[config.mk]
export PLATFORM = sky130hd
export DESIGN_NAME = pipe_ctrl
export DESIGN_NICKNAME = d
export VERILOG_FILES = /design/src/rtl/pipe_ctrl.sv
export SDC_FILE = /design/constraint.sdc
export NUM_CORES = 1
export LEC_CHECK = 0
export ABC_AREA = 1
export ABC_CLOCK_PERIOD_IN_PS = 1700
export BUFFER_PORTS_ARGS = -buffer_cell sky130_fd_sc_hd__buf_4
export CORE_ASPECT_RATIO = 0.75
export CORE_MARGIN = 8
export CORE_UTILIZATION = 48
export DETAILED_ROUTE_END_ITERATION = 16
export PLACE_DENSITY = 0.79
export SLEW_MARGIN = 10
export SYNTH_ARGS = -nofsm -noshare
export SYNTH_HDL_FRONTEND = slang
export SYNTH_SLANG_ARGS = --single-unit
[constraint.sdc]
create_clock -name clk_i -period 1.7 [get_ports clk_i]
set_input_delay 0.17 -clock clk_i [delete_from_list [all_inputs] [get_ports clk_i]]
set_output_delay 0.17 -clock clk_i [all_outputs]
set_load 0.005 [all_outputs]
[src/rtl/pipe_ctrl.sv]
// Pipeline control for a 5-stage MIPS core: ID decode, ID/EX -> EX/MEM -> MEM/WB control
// registers, load-use interlock, EX branch resolve/squash, illegal flag and BREAK drain-then-halt.
module pipe_ctrl #(
  parameter int unsigned ALUCTRL_W          = 5,
  parameter int unsigned EXTOP_W            = 2,
  parameter int unsigned REG_W              = 5,
  parameter int unsigned DRAIN_CYCLES       = 3,
  parameter bit          LOAD_USE_INTERLOCK = 1'b1
) (
  input  logic                               clk_i,
  input  logic                               rst_ni,
  input  logic                               id_valid_i,
  input  logic [31:0]                        id_instr_i,
  input  logic                               ex_alu_zero_i,
  output logic                               stall_o,
  output logic                               flush_ifid_o,
  output logic                               id_jump_o,
  output logic                               ex_branch_taken_o,
  // {RegDst, Alusrc, AluShift, ExtOp, Aluctrl, Branch, NBranch, MemR, MemW, Mem2R, RegW, waddr}
  output logic [ALUCTRL_W+EXTOP_W+REG_W+8:0] ex_ctrl_o,
  // {MemR, MemW, Mem2R, RegW, waddr}
  output logic [REG_W+3:0]                   mem_ctrl_o,
  // {Mem2R, RegW, waddr}
  output logic [REG_W+1:0]                   wb_ctrl_o,
  output logic                               illegal_o,
  output logic                               halted_o
);

  typedef struct packed {
    logic                 reg_dst;
    logic                 alu_src;
    logic                 alu_shift;
    logic [EXTOP_W-1:0]   ext_op;
    logic [ALUCTRL_W-1:0] alu_ctrl;
    logic                 branch;
    logic                 nbranch;
    logic                 mem_r;
    logic                 mem_w;
    logic                 mem2r;
    logic                 reg_w;
    logic [REG_W-1:0]     waddr;
  } ex_ctrl_t;

  typedef struct packed {
    logic             mem_r;
    logic             mem_w;
    logic             mem2r;
    logic             reg_w;
    logic [REG_W-1:0] waddr;
  } mem_ctrl_t;

  typedef struct packed {
    logic             mem2r;
    logic             reg_w;
    logic [REG_W-1:0] waddr;
  } wb_ctrl_t;

  typedef enum logic [1:0] {StRun, StDrain, StHalted} state_e;

  localparam int unsigned CntW = (DRAIN_CYCLES > 2) ? $clog2(DRAIN_CYCLES) : 1;

  localparam logic [5:0] OpRtype = 6'h00, OpJ   = 6'h02, OpBeq = 6'h04, OpBne = 6'h05;
  localparam logic [5:0] OpAddi  = 6'h08, OpOri = 6'h0d, OpLui = 6'h0f, OpLw  = 6'h23;
  localparam logic [5:0] OpSw    = 6'h2b;

  localparam logic [5:0] FnSll  = 6'h00, FnSrl  = 6'h02, FnSra = 6'h03, FnBreak = 6'h0d;
  localparam logic [5:0] FnAddu = 6'h21, FnSubu = 6'h23, FnAnd = 6'h24, FnOr    = 6'h25;
  localparam logic [5:0] FnXor  = 6'h26, FnSlt  = 6'h2a;

  localparam logic [ALUCTRL_W-1:0] AluAddu = ALUCTRL_W'(1), AluSubu = ALUCTRL_W'(2);
  localparam logic [ALUCTRL_W-1:0] AluAnd  = ALUCTRL_W'(3), AluOr   = ALUCTRL_W'(4);
  localparam logic [ALUCTRL_W-1:0] AluXor  = ALUCTRL_W'(5), AluSlt  = ALUCTRL_W'(6);
  localparam logic [ALUCTRL_W-1:0] AluSll  = ALUCTRL_W'(7), AluSrl  = ALUCTRL_W'(8);
  localparam logic [ALUCTRL_W-1:0] AluSra  = ALUCTRL_W'(9);

  localparam logic [EXTOP_W-1:0] ExtZero    = EXTOP_W'(0);
  localparam logic [EXTOP_W-1:0] ExtSigned  = EXTOP_W'(1);
  localparam logic [EXTOP_W-1:0] ExtHighpos = EXTOP_W'(2);

  ex_ctrl_t  ex_q, ex_d, dec;
  mem_ctrl_t mem_q;
  wb_ctrl_t  wb_q;
  state_e    state_q;
  logic [CntW-1:0] cnt_q;
  logic      illegal_q, halted_q;

  logic [5:0]       opcode, funct;
  logic [REG_W-1:0] rs, rt, rd;
  logic is_j, is_break, is_illegal, uses_rs, uses_rt, is_nop;
  logic load_use, taken, running, accept;
  logic unused_shamt;

  assign opcode       = id_instr_i[31:26];
  assign funct        = id_instr_i[5:0];
  assign rs           = REG_W'(id_instr_i[25:21]);
  assign rt           = REG_W'(id_instr_i[20:16]);
  assign rd           = REG_W'(id_instr_i[15:11]);
  assign unused_shamt = ^id_instr_i[10:6];
  assign is_nop       = (id_instr_i == 32'd0);

  always_comb begin
    dec        = '0;
    is_j       = 1'b0;
    is_break   = 1'b0;
    is_illegal = 1'b0;
    uses_rs    = 1'b0;
    uses_rt    = 1'b0;
    case (opcode)
      OpRtype: begin
        dec.reg_dst = 1'b1;
        dec.reg_w   = 1'b1;
        dec.waddr   = rd;
        uses_rs     = 1'b1;
        uses_rt     = 1'b1;
        case (funct)
          FnAddu:  dec.alu_ctrl = AluAddu;
          FnSubu:  dec.alu_ctrl = AluSubu;
          FnSlt:   dec.alu_ctrl = AluSlt;
          FnAnd:   dec.alu_ctrl = AluAnd;
          FnOr:    dec.alu_ctrl = AluOr;
          FnXor:   dec.alu_ctrl = AluXor;
          FnSll:   begin dec.alu_ctrl = AluSll; dec.alu_shift = 1'b1; uses_rs = 1'b0; end
          FnSrl:   begin dec.alu_ctrl = AluSrl; dec.alu_shift = 1'b1; uses_rs = 1'b0; end
          FnSra:   begin dec.alu_ctrl = AluSra; dec.alu_shift = 1'b1; uses_rs = 1'b0; end
          FnBreak: begin dec = '0; is_break = 1'b1; end
          default: begin dec = '0; is_illegal = 1'b1; uses_rs = 1'b0; uses_rt = 1'b0; end
        endcase
      end
      OpOri: begin
        dec.alu_src = 1'b1; dec.ext_op = ExtZero; dec.alu_ctrl = AluOr;
        dec.reg_w   = 1'b1; dec.waddr  = rt;      uses_rs      = 1'b1;
      end
      OpLui: begin
        dec.alu_src = 1'b1; dec.ext_op = ExtHighpos; dec.alu_ctrl = AluAddu;
        dec.reg_w   = 1'b1; dec.waddr  = rt;
      end
      OpLw: begin
        dec.alu_src = 1'b1; dec.ext_op = ExtSigned; dec.alu_ctrl = AluAddu;
        dec.mem_r   = 1'b1; dec.mem2r  = 1'b1;      dec.reg_w    = 1'b1;
        dec.waddr   = rt;   uses_rs    = 1'b1;
      end
      OpSw: begin
        dec.alu_src = 1'b1; dec.ext_op = ExtSigned; dec.alu_ctrl = AluAddu;
        dec.mem_w   = 1'b1; uses_rs    = 1'b1;      uses_rt      = 1'b1;
      end
      OpAddi: begin
        dec.alu_src = 1'b1; dec.ext_op = ExtSigned; dec.alu_ctrl = AluAddu;
        dec.reg_w   = 1'b1; dec.waddr  = rt;        uses_rs      = 1'b1;
      end
      OpBeq: begin
        dec.ext_op = ExtSigned; dec.alu_ctrl = AluSubu; dec.branch = 1'b1;
        uses_rs    = 1'b1;      uses_rt      = 1'b1;
      end
      OpBne: begin
        dec.ext_op = ExtSigned; dec.alu_ctrl = AluSubu; dec.nbranch = 1'b1;
        uses_rs    = 1'b1;      uses_rt      = 1'b1;
      end
      OpJ:     is_j       = 1'b1;
      default: is_illegal = 1'b1;
    endcase
  end

  assign running  = (state_q == StRun);
  assign taken    = (ex_q.branch & ex_alu_zero_i) | (ex_q.nbranch & ~ex_alu_zero_i);
  assign load_use = LOAD_USE_INTERLOCK && id_valid_i && ex_q.mem_r && (ex_q.waddr != '0) &&
                    ((uses_rs && (ex_q.waddr == rs)) || (uses_rt && (ex_q.waddr == rt)));

  // A taken branch squashes the ID instruction, so its hazard must not hold the PC.
  assign stall_o           = ~running | (load_use & ~taken);
  assign id_jump_o         = id_valid_i & is_j & ~stall_o & ~taken;
  assign flush_ifid_o      = taken | id_jump_o;
  assign ex_branch_taken_o = taken;
  assign accept            = id_valid_i & running & ~taken & ~load_use;

  always_comb begin
    ex_d = '0;
    if (accept && !is_nop && !is_illegal && !is_break) begin
      ex_d = dec;
    end
  end

  always_ff @(posedge clk_i) begin
    if (!rst_ni) begin
      ex_q      <= '0;
      mem_q     <= '0;
      wb_q      <= '0;
      state_q   <= StRun;
      cnt_q     <= '0;
      illegal_q <= 1'b0;
      halted_q  <= 1'b0;
    end else begin
      ex_q        <= ex_d;
      mem_q.mem_r <= ex_q.mem_r;
      mem_q.mem_w <= ex_q.mem_w;
      mem_q.mem2r <= ex_q.mem2r;
      mem_q.reg_w <= ex_q.reg_w;
      mem_q.waddr <= ex_q.waddr;
      wb_q.mem2r  <= mem_q.mem2r;
      wb_q.reg_w  <= mem_q.reg_w;
      wb_q.waddr  <= mem_q.waddr;
      if (accept && is_illegal) begin
        illegal_q <= 1'b1;
      end
      case (state_q)
        StRun: begin
          if (accept && is_break) begin
            state_q <= StDrain;
            cnt_q   <= CntW'(DRAIN_CYCLES - 1);
          end
        end
        StDrain: begin
          if (cnt_q == '0) begin
            state_q  <= StHalted;
            halted_q <= 1'b1;
          end else begin
            cnt_q <= cnt_q - CntW'(1);
          end
        end
        StHalted: halted_q <= 1'b1;
        default:  state_q  <= StRun;
      endcase
    end
  end

  assign ex_ctrl_o  = ex_q;
  assign mem_ctrl_o = mem_q;
  assign wb_ctrl_o  = wb_q;
  assign illegal_o  = illegal_q;
  assign halted_o   = halted_q;

endmodule

* Yosys cells after proc, flatten, opt, wreduce, memory -nomap -nowiden
Cells that the tools add are included.
W data, S select, Z words.
** Word-level totals
- Register bits :: 43
- Input bits :: 36
- Output and inout bits :: 43
- Word-level logic and storage cells :: 134
** Cells by class
- Add/sub/neg operators :: 1
- Equal/unequal tests :: 24
- Muxes and demuxes :: 29
- Bitwise operators :: 18
- Reduce and logical (&&, ||, !) cells :: 38
** Operators with widths (number)
- $eq A6 B6 Y1 const B :: 8
- $pmux W4 S9 :: 1
- $pmux W7 S5 :: 1
- $logic_not A32 Y1 :: 1
- $eq A6 B4 Y1 const B :: 4
- $pmux W1 S2 :: 10
- $eq A6 B2 Y1 const B :: 3
- $eq A6 B3 Y1 const B :: 2
- $logic_not A6 Y1 :: 2
- $pmux W6 S2 :: 1
- $eq A5 B5 Y1 :: 2
- $logic_and A1 B1 Y1 :: 10
- $mux W2 :: 5
- $reduce_or A10 Y1 :: 1
- $and A1 B1 Y1 :: 9
- $reduce_and A3 Y1 :: 3
- $reduce_or A3 Y1 :: 3
- $reduce_or A9 Y1 :: 1
- $mux W1 :: 8
- $reduce_or A8 Y1 :: 1
- $reduce_or A7 Y1 :: 1
- $mux W6 :: 1
- $not A1 Y1 :: 6
- $pmux W2 S3 :: 1
- other kinds (17) :: 25

* Depth between registers and ports, before layout
- Word-level depth :: 13
- Mapped depth :: 16
- Depth with buffers taken out :: 16

* Worst setup path before layout
Ideal clock, no wire load.
- Path type :: reg2out
- Start :: register ex_q, in the netlist ex_ctrl_o[0]
- End :: output id_jump_o
- Arrival :: 1.457 ns
- Required time :: 1.530 ns
- Setup slack :: 0.073 ns
- Stages on the path, launching flop included :: 11
- Path buffers :: 1
- Cell sequence :: dfxtp_1 -> inv_1 -> or2_2 -> nand3_1 -> nor4_1 -> nand2_1 -> nand2_2 -> a21boi_4 -> buf_4 -> inv_1 -> nor2_1
** Between the ends
- Cells in the longest elaborated chain, start to end :: 9
- Elaborated cells on any way between the ends :: 13
- Classes of those cells :: eq/ne (2); bitwise (5); reduce/logical (6)
** RTL lines
- start: declaration :: RTL line 80 : ex_ctrl_t ex_q, ex_d, dec;
- start signal: assignment :: RTL line 184 : ex_q <= '0;
- start signal: assignment :: RTL line 192 : ex_q <= ex_d;
- $eq A5 B5 Y1 :: RTL line 166 : ((uses_rs && (ex_q.waddr == rs)) || (uses_rt && (ex_q.waddr == rt)));
- $logic_and A1 B1 Y1 :: RTL line 166
- $logic_or A1 B1 Y1 :: RTL line 166
- $logic_and A1 B1 Y1 (*) :: RTL line 165 : assign load_use = LOAD_USE_INTERLOCK && id_valid_i && ex_q.mem_r && (ex_q.waddr != '0) &&
- $and A1 B1 Y1 (*) :: RTL line 169 : assign stall_o = ~running | (load_use & ~taken);
- $or A1 B1 Y1 (*) :: RTL line 169
- $not A1 Y1 (*) :: RTL line 170 : assign id_jump_o = id_valid_i & is_j & ~stall_o & ~taken;
- $and A1 B1 Y1 (*) (2 in series) :: RTL line 170
- end: declaration :: RTL line 17 : output logic id_jump_o,
Mark *: on every way between the ends. The rest lies on a longest branch, timed or not.

* Final worst setup path
- Start :: register ex_q, in the netlist ex_ctrl_o[1]
- End :: output stall_o
** Between the ends
- Cells in the longest elaborated chain, start to end :: 6
- Elaborated cells on any way between the ends :: 10
- Classes of those cells :: eq/ne (2); bitwise (2); reduce/logical (6)
** RTL lines
- $eq A5 B5 Y1 :: RTL line 166
- $logic_and A1 B1 Y1 :: RTL line 166
- $logic_or A1 B1 Y1 :: RTL line 166
- $logic_and A1 B1 Y1 (*) :: RTL line 165
- $and A1 B1 Y1 (*) :: RTL line 169
- $or A1 B1 Y1 (*) :: RTL line 169
- end: declaration :: RTL line 15 : output logic stall_o,
Marked as above.

==> results_tabular.tex <==
\begin{tabular}{lr}
\hline
Metric & Value \\
\hline
\multicolumn{2}{l}{\textbf{Setup path}} \\
\quad Logic depth of the worst register-to-register path & 11 \\
\quad Cell at the slowest stage of the critical path & sky130\_fd\_sc\_hd\_\_dfxtp\_2 \\
\quad Critical Path Start & ex\_ctrl\_o[1] \\
\quad FF-to-FF setup slack & -0.05 ns \\
\quad Largest driver fanout on the critical path & 3 \\
\quad Critical path class & reg -> out \\
\quad CP Data Required Time & between 1.5 and 2 ns \\
\quad Stages on worst setup path & 9 \\
\quad Critical-path cell list & buf\_4 -> nand2\_1 -> nand4\_1 -> nor4\_2 -> nand2\_1 -> nand2\_2 -> nand2\_2 -> o21ai\_2 -> buf\_4 \\
\quad Critical path buffer and inverter count & 2 \\
\quad Critical path's top delay family & simple AND/OR/NAND/NOR gates \\
\quad End of the worst register-to-register path & ex\_ctrl\_o[5] \\
\quad Critical path data arrival time & around 1.8 ns \\
\quad Startpoint type of the worst setup path & flip-flop \\
\quad Origin of the critical flop-to-flop path & ex\_ctrl\_o[1] \\
\quad Sort of element at the end of the critical path & output port \\
\quad CP peak stage delay & 0.35 ns \\
\quad Destination of the critical timing path & stall\_o \\
\multicolumn{2}{l}{\textbf{Final layout}} \\
\quad Commonest cells after routing, fill and taps aside & 107 x sky130\_fd\_sc\_hd\_\_buf\_4, 57 x sky130\_fd\_sc\_hd\_\_nand2\_1, 47 x sky130\_fd\_sc\_hd\_\_inv\_1, 36 x sky130\_fd\_sc\_hd\_\_dfxtp\_1, 33 x sky130\_fd\_sc\_hd\_\_nor2\_1 \\
\quad Total inserted antenna cells & 0 \\
\quad Layout net count & around 440 \\
\quad Leading cell type in the layout, fill and taps excluded & sky130\_fd\_sc\_hd\_\_buf\_4 \\
\quad Layout cells sized above 1 & 0.420 \\
\quad Area growth from synthesis to layout & 55.1\% \\
\quad Non-filler cells in the finished layout & 457 \\
\multicolumn{2}{l}{\textbf{Timing}} \\
\quad Top achievable clock speed & 517 MHz \\
\quad Final worst path period share & 1.14 \\
\quad Worst setup slack after layout & -0.236 ns \\
\quad Unrepaired setup endpoints after global routing & true \\
\quad Final number of max-transition violations & 0 \\
\quad Clock Skew & 0.00765 ns \\
\quad WHS & 0.0628 ns \\
\quad Number of failing setup endpoints in the final timing report & 10 \\
\quad Crit path time final & 1.94 ns \\
\quad Final hold violation count & 0 \\
\multicolumn{2}{l}{\textbf{Synthesis}} \\
\quad Seq cells post-synth & 40 \\
\quad Warning count from the yosys run & 0 \\
\quad Multiplexer share of the synthesized area & 0 \\
\quad Sequential fraction of the synthesis area & 0.396 \\
\quad Adder-cell share of the synthesized area & 0.00619 \\
\quad Mean instance size in the synthesized netlist & around 7 um2 \\
\quad Post-synthesis share of cell area spent on and, or, nand and nor gates & 0.374 \\
\quad Syn Std Cell Area & a little over 2000 um2 \\
\quad Cells after Synth & 290 \\
\quad Netlist cell types & 29 \\
\quad Post-Synth XOR/XNOR Area & 0.0303 \\
\quad Synth Net Count & between 300 and 400 \\
\quad Compound-gate portion of the synthesized area & 0.0613 \\
\quad Combinational family with the most area after synthesis & simple AND/OR/NAND/NOR gates \\
\multicolumn{2}{l}{\textbf{Drt}} \\
\quad Count of unresolved DRC violations after routing & 0 \\
\quad Mean routed wirelength per cell & between 10 and 15 um \\
\quad Antenna-violating nets left & 0 \\
\quad Detailed-route via count & 2265 \\
\quad Vias per cell & 4.96 \\
\quad Routed wire length & 6.28 mm \\
\quad DRC marker count from the first detailed-route iteration & 178 \\
\quad Detailed Routing Iterations Pass 1 & 4 \\
\multicolumn{2}{l}{\textbf{Floorplanning}} \\
\quad Number of standard-cell rows in the floorplan & 20 \\
\quad Die Footprint & 6570 um2 \\
\quad Area inside the core boundary & 4050 um2 \\
\quad Die Span Y & 72.2 um \\
\quad Ports & 79 \\
\quad Die W & 90.9 um \\
\quad Initial Utilization & 0.499 \\
\multicolumn{2}{l}{\textbf{Place}} \\
\quad Number of buffer cells added on primary ports & 77 \\
\quad Post-detailed-placement half-perimeter wirelength & around 4.8 mm \\
\quad Number of cells in the design after placement & 444 \\
\quad Final Wtd Congestion & 0.895 \\
\multicolumn{2}{l}{\textbf{Pwr}} \\
\quad Overall power after layout & $\sim$0.002 W \\
\quad Power density over cell area & around 630 nW/um2 \\
\quad Logic gate share of total power & 0.132 \\
\quad Net Sw Frac & 0.238 \\
\quad Share of power burned in the clock network & 0.390 \\
\quad Int Power & 0.00150 W \\
\quad Net switching power & 0.000468 W \\
\quad Total leakage power & approximately 1.7 nW \\
\quad Peak supply drop & 373 uV \\
\quad Power share of the sequential group & 0.478 \\
\multicolumn{2}{l}{\textbf{Clock network}} \\
\quad Worst-case clock buffer depth & 2 \\
\quad TritonCTS clock tree & done \\
\quad Total number of H-tree levels & 2 \\
\quad Count of hold-fix buffers inserted at cts & 0 \\
\quad Clock Latency Late Sink & around 0.28 ns \\
\quad Clock-pin slew reported for the worst setup and hold paths after clock tree synthesis & approximately 0.08 ns \\
\quad Buffer cell driving the clock tree root & sky130\_fd\_sc\_hd\_\_clkbuf\_8 \\
\quad Number of buffers created by CTS & 5 \\
\quad Sinks on the clock net & 40 \\
\multicolumn{2}{l}{\textbf{Global routing}} \\
\quad Aggregate global routing overflow & 0 \\
\quad Maximum number of pins on one net before global-route repair & 19 \\
\quad Overall global routing resource usage & 0.178 \\
\quad Number of global-route vias before repair & 2143 \\
\quad Initial antenna violation count & 0 \\
\quad First-pass GRT wire length & 9.78 mm \\
\multicolumn{2}{l}{\textbf{Worst hold path}} \\
\quad Path category of the worst min-delay check & in -> reg \\
\multicolumn{2}{l}{\textbf{Run status}} \\
\quad Run status & finished, violations left \\
\quad Violations in the final reports & negative setup slack \\
\multicolumn{2}{l}{\textbf{Run}} \\
\quad Max-cap check violation count & 0 \\
\hline
\end{tabular}
## worst reg2reg max path, stage by stage, from the launching register on
cell and delay [ns]:
sky130_fd_sc_hd__dfxtp_2 0.35, sky130_fd_sc_hd__buf_4 0.13, sky130_fd_sc_hd__nand2_1 0.09, sky130_fd_sc_hd__nand4_1 0.13, sky130_fd_sc_hd__nor4_2 0.23, sky130_fd_sc_hd__nand2_1 0.11, sky130_fd_sc_hd__nand2_2 0.11, sky130_fd_sc_hd__a21boi_4 0.07
sky130_fd_sc_hd__buf_6 0.15, sky130_fd_sc_hd__buf_8 0.15, sky130_fd_sc_hd__nand3_2 0.07, sky130_fd_sc_hd__o21ai_2 0.07
## power by group through the flow
stage	combinational [W]	clock (W)	sequential [W]
after global placement	0.000215	0	0.000963
after CTS	0.000233	0.000773	0.000941
after global routing	0.000280	0.000822	0.000941
after detailed placement	0.000221	0	0.000963
final	0.000259	0.000768	0.000941
after floorplan	0.0000996	0	0.000962
## state kept, by name (all words and copies together), names as in the netlist
register / cells
ex_ctrl_o: 19
wb_ctrl_o: 7
state_q: 2
mem_ctrl_o: 8
halted_o: 1
cnt_q: 2
illegal_o: 1
## what timing repair did
action                     in CTS  in global routing
setup buffers                   3                  2
cloned                          0                  1
resized for setup              14                 23
pin swaps                       4                  6
setup endpoints to repair       3                 25
## layout make-up
type,instances,area [um2]
inverter,55,206
fill,282,918
tap,55,68.8
multi-input combinational,188,1080
clock inverter,3,46.3
timing repair buffer,111,861
sequential,40,806
clock buffer,5,68.8
## synthesized netlist by cell type (all sizes together)
| cell | number | share of area |
|---|---|---|
| nand2 | 64 | 0.13 |
| inv | 55 | 0.10 |
| nor2 | 41 | 0.084 |
| dfxtp | 40 | 0.40 |
| nand3 | 18 | 0.045 |
| nand4 | 16 | 0.050 |
| nor3 | 11 | 0.043 |
| a21oi | 9 | 0.022 |
| buf | 6 | 0.024 |
| o21ai | 6 | 0.015 |
| xor2 | 6 | 0.026 |
| nor4 | 5 | 0.019 |
| or2 | 3 | 0.0093 |
| clkbuf | 2 | 0.0037 |
| a211oi | 1 | 0.0037 |
| a21boi | 1 | 0.0093 |
| a31oi | 1 | 0.0031 |
| conb | 1 | 0.0019 |
| ha | 1 | 0.0062 |
| o2111ai | 1 | 0.0043 |
| o21a | 1 | 0.0037 |
| xnor2 | 1 | 0.0043 |
## how the worst min path moves through the flow
| stage | start | depth (start not counted) | to | slack [ns] |
|---|---|---|---|---|
| after floorplan | id_instr_i[26] | 1 | ex_ctrl_o[10] | 0.25 |
| after global placement | id_instr_i[26] | 2 | ex_ctrl_o[10] | 0.36 |
| after detailed placement | id_instr_i[26] | 2 | ex_ctrl_o[10] | 0.36 |
| after CTS | id_instr_i[26] | 2 | ex_ctrl_o[10] | 0.06 |
| after global routing | id_instr_i[26] | 2 | ex_ctrl_o[10] | 0.06 |
| final | id_instr_i[26] | 2 | ex_ctrl_o[10] | 0.06 |
## through the flow
| step | worst slack, ns | utilization | area [um2] | setup TNS (ns) |
|---|---|---|---|---|
| floorplan | 0.0730 | - | 2020 | 0 |
| global placement | -0.188 | 0.700 | 2840 | -1.49 |
| detailed placement | -0.239 | 0.700 | 2840 | -2.29 |
| CTS | -0.198 | 0.745 | 3020 | -0.378 |
| global route | -0.309 | 0.773 | 3140 | -1.37 |
| finish | -0.236 | 0.773 | 3140 | -0.716 |
## layer usage
metal  global-route usage  wire, um  vias to the layer above
met5                    0         0                        -
met4               0.0633       117                        0
met3               0.0577       618                       14
met2                0.299      2790                      123
met1                0.210      2760                      996
li1                     -         -                     1132
## cell families after synthesis
family | after synthesis
AOI/OAI and AO/OA | 20
xor gates and xnor gates | 7
adders and majority gates | 1
buffers and inverters | 63
DFF | 40
other | 1
and+or+nand+nor | 158
Power figures use the tool's default switching activity.
